### src/rtl/multi_port_register_file.sv
// Multi-port register file: one write port with byte-lane enables and two
// independent registered read ports. The storage array has no reset; a
// sequenced clear engine zeroes it one entry per cycle. The engine runs after
// reset and on request.
module multi_port_register_file #(
  parameter int DATA_W    = 16,
  parameter int ADDR_W    = 4,
  parameter int RD_BYPASS = 1
) (
  input  logic                clk,
  input  logic                reset,
  input  logic                clear_req,
  output logic                clear_busy,
  input  logic                we,
  input  logic [ADDR_W-1:0]   waddr,
  input  logic [DATA_W-1:0]   wdata,
  input  logic [DATA_W/8-1:0] wbe,
  input  logic                re_a,
  input  logic [ADDR_W-1:0]   raddr_a,
  output logic [DATA_W-1:0]   rdata_a,
  output logic                rvalid_a,
  input  logic                re_b,
  input  logic [ADDR_W-1:0]   raddr_b,
  output logic [DATA_W-1:0]   rdata_b,
  output logic                rvalid_b
);

  localparam int DEPTH  = 2 ** ADDR_W;
  localparam int NBYTES = DATA_W / 8;

  typedef enum logic {
    ST_IDLE,
    ST_CLEAR
  } state_t;

  state_t              r_state;
  logic [ADDR_W-1:0]   r_clr_ptr;
  logic [DATA_W-1:0]   r_mem [DEPTH];

  logic                w_wr_en;
  logic [DATA_W-1:0]   w_wr_merged;
  logic                w_hit_a;
  logic                w_hit_b;
  logic [DATA_W-1:0]   w_rd_word_a;
  logic [DATA_W-1:0]   w_rd_word_b;

  // Writes are accepted only while the clear engine is parked.
  assign w_wr_en = we && (r_state == ST_IDLE);

  // Merge the enabled write bytes over the currently stored word.
  // NOTE: the output gets a full default before the loop, so no latch can be
  // inferred for lanes whose enable is low.
  always_comb begin
    w_wr_merged = r_mem[waddr];
    for (int i = 0; i < NBYTES; i++) begin
      if (wbe[i]) begin
        w_wr_merged[8*i +: 8] = wdata[8*i +: 8];
      end
    end
  end

  // A read that collides with a same-cycle write sees the merged word when
  // bypass is built in. Otherwise it sees the pre-write contents.
  assign w_hit_a     = (RD_BYPASS != 0) && w_wr_en && (waddr == raddr_a);
  assign w_hit_b     = (RD_BYPASS != 0) && w_wr_en && (waddr == raddr_b);
  assign w_rd_word_a = w_hit_a ? w_wr_merged : r_mem[raddr_a];
  assign w_rd_word_b = w_hit_b ? w_wr_merged : r_mem[raddr_b];

  // Clear-engine FSM. The engine walks every entry exactly once. The walk
  // starts after reset and restarts from entry 0 if reset hits mid-walk.
  // NOTE: sequential state uses non-blocking assignments, so every always_ff
  // block sees the pre-edge values regardless of evaluation order.
  always_ff @(posedge clk or posedge reset) begin
    if (reset) begin
      r_state    <= ST_CLEAR;
      r_clr_ptr  <= '0;
      clear_busy <= 1'b1;
    end else begin
      case (r_state)
        ST_IDLE: begin
          if (clear_req) begin
            r_state    <= ST_CLEAR;
            r_clr_ptr  <= '0;
            clear_busy <= 1'b1;
          end
        end
        ST_CLEAR: begin
          r_clr_ptr <= r_clr_ptr + 1'b1;
          if (r_clr_ptr == ADDR_W'(DEPTH - 1)) begin
            r_state    <= ST_IDLE;
            clear_busy <= 1'b0;
          end
        end
        default: begin
          r_state    <= ST_CLEAR;
          r_clr_ptr  <= '0;
          clear_busy <= 1'b1;
        end
      endcase
    end
  end

  // Storage array: zeroed by the clear engine, otherwise written through the
  // byte-merged write port.
  // NOTE: the array deliberately has no reset branch. It maps onto plain
  // RAM/flop storage, and the clear engine provides its initial contents.
  always_ff @(posedge clk) begin
    if (r_state == ST_CLEAR) begin
      r_mem[r_clr_ptr] <= '0;
    end else if (w_wr_en) begin
      r_mem[waddr] <= w_wr_merged;
    end
  end

  // Registered read ports. Reads during a clear return zero. An idle port
  // holds its last data.
  always_ff @(posedge clk or posedge reset) begin
    if (reset) begin
      rdata_a  <= '0;
      rvalid_a <= 1'b0;
      rdata_b  <= '0;
      rvalid_b <= 1'b0;
    end else begin
      rvalid_a <= re_a;
      rvalid_b <= re_b;
      if (re_a) begin
        rdata_a <= (r_state == ST_CLEAR) ? '0 : w_rd_word_a;
      end
      if (re_b) begin
        rdata_b <= (r_state == ST_CLEAR) ? '0 : w_rd_word_b;
      end
    end
  end

endmodule
### config.mk
export PLATFORM = sky130hd
export DESIGN_NAME = multi_port_register_file
export DESIGN_NICKNAME = d
export VERILOG_FILES = /design/src/rtl/multi_port_register_file.sv
export SDC_FILE = /design/constraint.sdc
export NUM_CORES = 1
export LEC_CHECK = 0
export CAP_MARGIN = 20
export CORE_UTILIZATION = 55
export CTS_CLUSTER_DIAMETER = 100
export CTS_CLUSTER_SIZE = 30
export DETAILED_ROUTE_END_ITERATION = 12
export GPL_TIMING_DRIVEN = 0
export HOLD_SLACK_MARGIN = 0.15
export PLACE_DENSITY_LB_ADDON = 0.08
export SLEW_MARGIN = 25
export SYNTH_ARGS = -nofsm -noshare
export SYNTH_HDL_FRONTEND = slang
export SYNTH_SLANG_ARGS = --single-unit
### constraint.sdc
create_clock -name clk -period 4.5 [get_ports clk]
set_input_delay 1.125 -clock clk [delete_from_list [all_inputs] [get_ports clk]]
set_output_delay 1.125 -clock clk [all_outputs]
set_load 0.1 [all_outputs]
==> results of run 1 <==
==> worst max-delay path, cell delays in order <==
cell             delay, ns
clkdlybuf4s50_1       0.62
buf_2                 0.38
or2_2                 0.17
clkbuf_1              0.50
buf_2                 0.55
o22a_1                0.21
o221ai_2              0.13
nor2_1                0.81
==> layout make-up <==
class,count,area [sq um],area share [%]
Multi-Input combinational cell,576,7159,38.91
Timing Repair Buffer,80,1052,5.719
Sequential cell,296,8691,47.24
Buffer,86,521.8,2.836
Tap cell,384,480.5,2.611
Clock buffer,20,394.1,2.142
Clock inverter,4,70.07,0.3808
Inverter,8,30.03,0.1632
==> cells by family (layout without fill, tap and decap cells) <==
logic type                 after synthesis  in the layout  share of synthesized area, %
adders and majority gates                1              1                       0.07686
xor gates and xnor gates                 8              8                        0.4305
DFF                                    296            296                         53.40
muxes                                  233            233                         28.72
AOI/OAI and AO/OA                      166            166                         8.764
and+or+nand+nor                        168            168                         5.220
buffers and inverters                   94            198                         3.390
==> registers in the layout, indices dropped and copies added, names as in the netlist <==
register / flops
rvalid_b: 1
rvalid_a: 1
r_mem: 256
r_clr_ptr: 4
rdata_b: 16
r_state: 1
rdata_a: 16
clear_busy: 1
==> metal layers <==
| metal | share of wire [%] | track usage, % | wire length (um) |
|---|---|---|---|
| met3 | 14 | 10.85 | 8484 |
| met4 | 6.4 | 21.60 | 3773 |
| met2 | 45 | 59.27 | 26670 |
| met1 | 34 | 53.36 | 20120 |
| met5 | 0 | 0 | 0 |
==> power groups by stage <==
stage / logic (mW) / clock network [mW] / registers [mW]
floorplan: 1.29 / 0 / 4.19
global placement: 2.34 / 0 / 4.01
detailed placement: 2.72 / 0 / 3.99
CTS: 2.72 / 1.61 / 3.93
global route: 2.83 / 1.69 / 3.99
finish: 2.78 / 1.62 / 3.96
==> placed cells by master, fill, tap and decap left out, drive strengths merged, types with 4 or more instances in the layout <==
cell type	n
edfxtp	256
mux4	178
buf	80
clkdlybuf4s50	62
o221ai	57
clkbuf	44
nor2	44
o22ai	40
nand2	39
mux2i	38
dfrtp	38
nand2b	33
or2	32
a22oi	20
mux2	17
o22a	16
a221oi	9
xnor2	8
o21ai	8
a31oi	7
inv	6
nor2b	5
clkinv	4
==> how the worst max path moves through the flow <==
stage	startpoint	end	slack [ns]
4_1_cts	waddr[3]	r_mem[2][5]	0.38
3_5_place_dp	waddr[3]	r_mem[7][5]	-0.14
5_1_grt	waddr[3]	r_mem[0][10]	0.13
3_3_place_gp	we	r_mem[6][14]	-0.89
6_report	waddr[3]	r_mem[13][0]	0.18
2_1_floorplan	waddr[1]	r_mem[2][0]	1.33
==> through the flow <==
stage,hold WS (ns),std cells
after floorplan,0.5266,966
after global placement,0.4786,1412
after detailed placement,0.4813,1430
after CTS,0.5104,1454
after global routing,0.5278,1454
final,0.5114,1454
==> run summary, run 1 <==
Outcome: complete, no violations
Clock power frac: 19.4%
Die W: 174.0 um
Seq cells post-synth: 296
Num CTS Buffers: 14
DR iter-0 viols: 2023
Nets: 1099
Syn_area_per_cell: 16.85 sq um
CTS tree: yes
Final WS setup: 0.1795 ns
Post-synth top cells: 256 x edfxtp_1, 153 x mux4_2, 44 x nor2_1
Final WL: 59.04 mm
IO Pins: 71
Worst IR drop on VDD: 0.3075 mV
Via density per instance: 7.994
Post-Syn Instances: 966
Post-layout util: 63.59%
Final worst clock skew: 0.02402 ns
P_sw: 3.006 mW
Worst min-delay path class: reg2reg
Combinational Power Share: 33.3%
Max-Cap Viols: 0
Filler cells: 2064
Final setup viols: 0
Initial antenna violation count: 0
Post-DP Area: 17930 sq um
Final Cell Area: 18400 sq um
Sequential area share after synthesis: 53.40%
Worst EP arrival: 4.50 ns
Via count: 11620
Leakage: 6.131 nW
Launching point of the worst reg2reg path: r_state
Worst reg2reg path depth: 5
Number of global-route vias before repair: 11410
Endpoint type of the worst setup path: flop
Ys Warns: 0
EDFF count, synth: 256
ANT cells: 0
Critical hold path startpoint: rdata_b[3]
Synth top area share: 47.23%
R2R setup slack: 0.97 ns
Average wire per standard cell: 40.61 um
Clk_lat worst skew: 0.53 ns
Synth Flop Type: edfxtp_1
Largest net degree at the start of global routing: 32
Post-CTS Hold Buffers: 0
Final HPWL DP: 39.61 mm
Setup TNS: 0 ns
Slew Limit Fails: 0
Switching portion of total power: 35.95%
Setup WS pre-CTS: -0.1351 ns
H-tree depth reported by CTS: 1
Sink Count: 296
Largest cells by area after synthesis: edfxtp_1 47%, mux4_2 21%, dfrtp_1 5.8%
RSZ-0062 raised after global routing: no
Post-CTS setup buffer count: 0
Die area: 30280 sq um
Min cycle time layout: 4.321 ns
IO buf count: 62
Max_slew headroom: 18.71%
Mapped Area: 16280 sq um
Dominant cell by count in the synthesized netlist: edfxtp_1
Worst-path clk slew: 0.12 ns
Worst-margin pin slew: 1.219 ns
CTS Root Cell: clkbuf_16
Hold Fails Final Rpt: 0
Layout cells sized above 1: 31.59%
Largest area contributor in the netlist: edfxtp_1
Startpoint class of the critical path: input port
Initial Utilization: 56.25%
Hold depth: 2
Row count: 62
Register share of total power: 47.4%
Post-route ant nets: 0
Cell Int Power: 5.355 mW
Critical Path RT: 4.68 ns
Die Ht: 174.0 um
TritonRoute pass-1 iters: 6
Core area: 28940 sq um
Async S/R FF share, synth: 13.51%
Total gr overflow: 0
GR Util All Layers: 39.69%
Power Dens Cells: 454.4 nW/um^2
WS Path Type: in2reg
Area growth from synthesis to layout: 13.05%
Routability congestion estimate from global placement: 0.9608
Fmax: 231.5 MHz
FF-to-FF End: r_mem[0][10]
DRC viols: 0
Library cells used by synthesis: 50
Worst Path Max Fanout: 16
Clock buffer depth: 3
Global-route wire length before repair: 82.90 mm
Final period util: 96.01%
Syn Nets: 1003
Pwr Total: 8.361 mW
Worst Hold Path EP: rdata_b[3]
Resize count post-CTS: 0
Note: power is estimated with default switching activity, not from simulation.
==> run 2: changes to the inputs <==
--- a/config.mk
+++ b/config.mk
@@ -7,7 +7,6 @@
 export LEC_CHECK = 0
 export CAP_MARGIN = 20
 export CORE_UTILIZATION = 55
-export CTS_CLUSTER_DIAMETER = 100
 export CTS_CLUSTER_SIZE = 30
 export DETAILED_ROUTE_END_ITERATION = 12
 export GPL_TIMING_DRIVEN = 0
==> run 2 against run 1 <==
Register-to-register slack barely moved; critical path depth stayed put; global-route usage grew 0.46 points; first-iteration DRC count rose by 4.1%; routed wire length is 0.88% higher; non-clock buffer count unchanged; die area stayed put; hold slack lost 0.016 ns; critical path type unchanged; critical endpoint is now r_mem[0][0]; largest power group unchanged.
==> run summary, run 2 (synthesized netlist as in run 1, its figures left out) <==
Sink Count: 296 (unchanged)
Final WL: 59.56 mm (+0.88%)
RSZ-0062 raised after global routing: no
Area growth from synthesis to layout: 17.12%
Core area: 28940 sq um (unchanged)
Fmax: 236.1 MHz (+2.0%)
Routability congestion estimate from global placement: 0.9608 (unchanged)
Launching point of the worst reg2reg path: r_state
Setup crit start: waddr[3]
Most common cell after layout, fill and taps aside: edfxtp_1
Final period util: 94.11% (-1.9 points)
Post-Layout Cell Count: 1495 (+2.8%)
Clk_lat worst skew: 0.54 ns (about the same)
Die area: 30280 sq um (unchanged)
CTS tree: yes
Die W: 174.0 um (unchanged)
Max-Cap Viols: 0 (unchanged)
Resize count post-CTS: 0 (unchanged)
WS Path Type: in2reg
Worst Path Max Fanout: 16 (unchanged)
Worst-path clk slew: 0.06 ns (-0.06 ns)
Critical Path RT: 4.68 ns (about the same)
Nets: 1120 (+1.9%)
CTS Root Cell: clkbuf_16
Num CTS Buffers: 35 (+21)
Filler cells: 1992 (-3.5%)
GR Util All Layers: 40.14% (+0.46 points)
Worst IR drop on VDD: 0.3707 mV (+21%)
Largest net degree at the start of global routing: 25 (-22%)
Post-CTS setup buffer count: 0 (unchanged)
Worst Hold Path EP: rdata_b[3]
Hold depth: 2 (unchanged)
TritonRoute pass-1 iters: 6 (unchanged)
FF-to-FF End: r_mem[7][10]
Row count: 62 (unchanged)
Final HPWL DP: 39.61 mm (unchanged)
Outcome: complete, no violations
Worst min-delay path class: reg2reg
Pwr Total: 9.572 mW (+14%)
Clock buffer depth: 3 (unchanged)
IO Pins: 71 (unchanged)
Slew Limit Fails: 0 (unchanged)
Post-layout util: 65.88% (+2.3 points)
Max stage delay on crit path: 0.80 ns (about the same)
DR iter-0 viols: 2105 (+4.1%)
Worst-margin pin slew: 1.132 ns (-0.08717 ns)
Via count: 11870 (+2.2%)
Layout cells sized above 1: 33.15% (+1.6 points)
Worst reg2reg path depth: 5 (unchanged)
Final worst clock skew: 0.01785 ns (-0.006171 ns)
Post-route ant nets: 0 (unchanged)
CP delay by family, top: buffers and inverters
H-tree depth reported by CTS: 2 (+1)
Worst EP arrival: 4.42 ns (-0.08 ns)
Post-CTS Hold Buffers: 0 (unchanged)
Via density per instance: 7.942 (-0.65%)
Initial Utilization: 56.25% (unchanged)
Startpoint class of the critical path: input port
Number of global-route vias before repair: 11590 (+1.6%)
Cells along the critical path: clkdlybuf4s50_1, buf_2, or2_2, clkbuf_1, buf_2, o22a_1, o221ai_2, nor2_1
DRC viols: 0 (unchanged)
Final Cell Area: 19060 sq um (+3.6%)
Leakage: 6.459 nW (+5.3%)
Critical hold path startpoint: rdata_b[3]
Power Dens Cells: 502.1 nW/um^2 (+11%)
Biggest regs: r_mem: 256 flops, rdata_a: 16 flops, rdata_b: 16 flops
Post-DP Area: 17930 sq um (unchanged)
Buffers plus inverters on the worst setup path: 4 (unchanged)
Average wire per standard cell: 39.84 um (-1.9%)
Total gr overflow: 0 (unchanged)
Global-route wire length before repair: 83.67 mm (+0.92%)
Final setup viols: 0 (unchanged)
Number of flip-flops in the largest register: 256 (unchanged)
R2R setup slack: 0.97 ns (about the same)
Min cycle time layout: 4.235 ns (-0.08544 ns)
Die Ht: 174.0 um (unchanged)
Max_slew headroom: 24.53% (+5.8 points)
Endpoint type of the worst setup path: flop
Commonest non-fill, non-tap cells in the layout: 256 x edfxtp_1, 153 x mux4_2, 62 x clkdlybuf4s50_1, 40 x o22ai_1, 39 x nand2_1
Most flops, register: r_mem
Slowest cell on the critical path: nor2_1
Placed cells: 1430 (unchanged)
Crit-path most repeated cell: buf_2
IO buf count: 62 (unchanged)
Initial antenna violation count: 0 (unchanged)
Hold Fails Final Rpt: 0 (unchanged)
## run 2: cell types whose count changed in the layout (fill, tap and decap cells not counted), sizes merged
cell | previous run | this run
clkbuf | 44 | 71
clkinv | 4 | 13
bufinv | 1 | 3
clkinvlp | 1 | 2
diode | 0 | 1
inv | 6 | 7
## run 2: routing by layer
layer	vias to the layer above	wire (um)	GRT usage (%)
li1	4389	-	-
met1	6050	20130	53.50
met2	1156	26840	59.93
met3	279	8629	11.13
met4	0	3955	22.70
met5	-	0	0
## run 2: how the worst max path moves through the flow
stage | endpoint | slack, ns | cells past startpoint
after floorplan | r_mem[2][0] | 1.33 | 6
after global placement | r_mem[6][14] | -0.89 | 6
after detailed placement | r_mem[7][5] | -0.14 | 8
after CTS | r_mem[7][10] | 0.35 | 8
after global routing | r_mem[7][10] | 0.25 | 8
final | r_mem[0][0] | 0.26 | 8
## run 2: layout make-up
type                       instances  area [sq um]  share of cell area, %
timing repair buffer              80          1052                  5.520
buffer                            86         521.8                  2.737
antenna                            1         2.502                0.01313
tap                              384         480.5                  2.521
sequential                       296          8691                  45.59
clock buffer                      47         952.2                  4.995
clock inverter                    17         175.2                 0.9189
inverter                           8         30.03                 0.1575
multi-input combinational        576          7157                  37.55
## run 2: power by group
group          total [mW]  internal [mW]  switching, mW
Combinational        2.78           1.07           1.71
Clock                2.82           1.67           1.15
Sequential           3.97           3.59          0.379
Total                9.57           6.33           3.24
## run 2: tightest hold or removal path, delay by kind of cell (launching register included)
family | cells | cell delay (ns)
compound gates | 1 | 0.06
flops | 1 | 0.34
simple gates | 1 | 0.05
## run 2: metrics by stage
stage                     TNS, ns  hold WS, ns  worst slack, ns
after floorplan                 0       0.5266            1.330
after global placement    -167.61       0.4786          -0.8870
after detailed placement   -15.59       0.4813          -0.1351
after CTS                       0       0.4969           0.3532
after global routing            0       0.5134           0.2501
final                           0       0.4952           0.2649
==> run 3: changes to the inputs <==
--- a/config.mk
+++ b/config.mk
@@ -5,7 +5,7 @@
 export SDC_FILE = /design/constraint.sdc
 export NUM_CORES = 1
 export LEC_CHECK = 0
-export CAP_MARGIN = 20
+export CAP_MARGIN = 30
 export CORE_UTILIZATION = 55
 export CTS_CLUSTER_SIZE = 30
 export DETAILED_ROUTE_END_ITERATION = 12
==> run 3 against run 2 <==
Cell count is 0.74% higher; critical path depth unchanged; non-clock buffer count up 11; critical path type unchanged; largest power group unchanged.
==> run summary, run 3 (synthesized netlist as in run 1, its figures left out) <==
Layout cells sized above 1: 33.81% (+0.66 points)
Power Dens Cells: 500.5 nW/um^2 (-0.32%)
Filler cells: 1989 (-0.15%)
Core area: 28940 sq um (unchanged)
H-tree depth reported by CTS: 2 (unchanged)
Area growth from synthesis to layout: 17.66%
Critical Path RT: 4.72 ns (+0.04 ns)
Final WS setup: 0.3354 ns (+0.07053 ns)
RSZ-0062 raised after global routing: no
DR iter-0 viols: 2232 (+6.0%)
Die Ht: 174.0 um (unchanged)
Startpoint class of the critical path: input port
Slew Limit Fails: 0 (unchanged)
Total gr overflow: 0 (unchanged)
Post-layout util: 66.18% (+0.30 points)
Row count: 62 (unchanged)
Worst Path Max Fanout: 16 (unchanged)
Max_slew headroom: 25.79% (+1.3 points)
Combinational Power Share: 29.2% (+0.2 points)
P_sw: 3.241 mW (about the same)
Max stage delay on crit path: 0.69 ns (-0.11 ns)
Final period util: 92.55% (-1.6 points)
TritonRoute pass-1 iters: 6 (unchanged)
Endpoint type of the worst setup path: flop
Biggest regs: r_mem: 256 flops, rdata_a: 16 flops, rdata_b: 16 flops
Via density per instance: 7.854 (-1.1%)
Final setup viols: 0 (unchanged)
Average wire per standard cell: 39.62 um (-0.56%)
Setup WS pre-CTS: -0.1351 ns (unchanged)
Sink Count: 296 (unchanged)
Via count: 11830 (-0.39%)
Slowest cell on the critical path: nor2_1
Commonest non-fill, non-tap cells in the layout: 256 x edfxtp_1, 153 x mux4_2, 62 x clkdlybuf4s50_1, 40 x o22ai_1, 39 x nand2_1
Clock power frac: 29.4% (about the same)
Worst-path clk slew: 0.06 ns (about the same)
Leakage: 6.517 nW (+0.90%)
Worst-margin pin slew: 1.111 ns (-0.02119 ns)
Global-route wire length before repair: 83.67 mm (unchanged)
R2R setup slack: 0.97 ns (about the same)
Post-DP Area: 17930 sq um (unchanged)
GR Util All Layers: 40.14% (unchanged)
Fmax: 240.1 MHz (+1.7%)
Resize count post-CTS: 0 (unchanged)
Nets: 1131 (+0.98%)
Outcome: complete, no violations
Most flops, register: r_mem
Largest net degree at the start of global routing: 25 (unchanged)
CTS Root Cell: clkbuf_16
DRC viols: 0 (unchanged)
Clock buffer depth: 3 (unchanged)
Num CTS Buffers: 35 (unchanged)
Die W: 174.0 um (unchanged)
Cells along the critical path: clkdlybuf4s50_1, buf_2, or2_2, clkbuf_1, buf_2, o22a_1, o221ai_2, nor2_1
Worst IR drop on VDD: 0.3697 mV (-0.26%)
Register share of total power: 41.4% (about the same)
Post-Layout Cell Count: 1506 (+0.74%)
Most common cell after layout, fill and taps aside: edfxtp_1
CP delay by family, top: buffers and inverters
Initial antenna violation count: 0 (unchanged)
Routability congestion estimate from global placement: 0.9608 (unchanged)
Final Cell Area: 19150 sq um (+0.46%)
Placed cells: 1430 (unchanged)
Final HPWL DP: 39.61 mm (unchanged)
Switching portion of total power: 33.81% (about the same)
IO Pins: 71 (unchanged)
Worst EP arrival: 4.38 ns (-0.04 ns)
Final worst clock skew: 0.01747 ns (-0.0003768 ns)
Crit-path most repeated cell: buf_2
Cell Int Power: 6.344 mW (+0.17%)
Max-Cap Viols: 0 (unchanged)
Min cycle time layout: 4.165 ns (-0.07053 ns)
Post-route ant nets: 0 (unchanged)
Hold Fails Final Rpt: 0 (unchanged)
Buffers plus inverters on the worst setup path: 4 (unchanged)
Post-CTS setup buffer count: 0 (unchanged)
WS Path Type: in2reg
Number of global-route vias before repair: 11590 (unchanged)
Die area: 30280 sq um (unchanged)
Number of flip-flops in the largest register: 256 (unchanged)
Worst min-delay path class: reg2reg
Initial Utilization: 56.25% (unchanged)
Post-CTS Hold Buffers: 0 (unchanged)
IO buf count: 62 (unchanged)
Final Hold Slack: 0.4944 ns (-0.0008030 ns)
Clk_lat worst skew: 0.54 ns (about the same)
CTS tree: yes
Final WL: 59.66 mm (+0.17%)
-- run 3: through the flow --
stage | setup TNS (ns) | power, mW
after CTS | 0 | 9.470
after detailed placement | -15.59 | 6.706
final | 0 | 9.585
after global placement | -167.61 | 6.353
after global routing | 0 | 9.761
after floorplan | 0 | 5.472
-- run 3: metal layers --
layer / GRT usage, % / up-vias / part of all wire (%)
met5: 0 / - / 0
met4: 22.70 / 0 / 6.7
met3: 11.13 / 280 / 15
met2: 59.93 / 1172 / 45
met1: 53.50 / 5963 / 33
li1: - / 4413 / -
-- run 3: layout make-up --
cell class / instances / area (sq um) / share of cell area, %
Sequential cell: 296 / 8691 / 45.38
Multi-Input combinational cell: 576 / 7157 / 37.37
Timing Repair Buffer: 91 / 1140 / 5.952
Clock buffer: 47 / 952.2 / 4.972
Buffer: 86 / 521.8 / 2.725
Tap cell: 384 / 480.5 / 2.509
Clock inverter: 17 / 175.2 / 0.9147
Inverter: 8 / 30.03 / 0.1568
Antenna cell: 1 / 2.502 / 0.01307
-- run 3: final timing paths --
kind                                     end       start  cells past startpoint
worst min register to register    rdata_b[3]  rdata_b[3]                      2
min in group asynchronous         rdata_a[3]       reset                      2
max in group asynchronous        rdata_b[10]       reset                      3
worst max-delay path             r_mem[3][7]    waddr[3]                      8
worst min-delay path              rdata_b[3]  rdata_b[3]                      2
worst max register to register  r_mem[3][12]     r_state                      5
-- run 3: power groups by stage --
stage	clock [mW]	sequential (mW)	combinational, mW
after floorplan	0	4.19	1.29
after global placement	0	4.01	2.34
after detailed placement	0	3.99	2.72
after CTS	2.80	3.94	2.72
after global routing	2.92	4.00	2.85
final	2.82	3.97	2.80
-- run 3: worst min-delay path: cells and delay by family (launching register included) --
family          cells  cell delay [ns]
compound gates      1             0.06
flops               1             0.34
simple gates        1             0.05
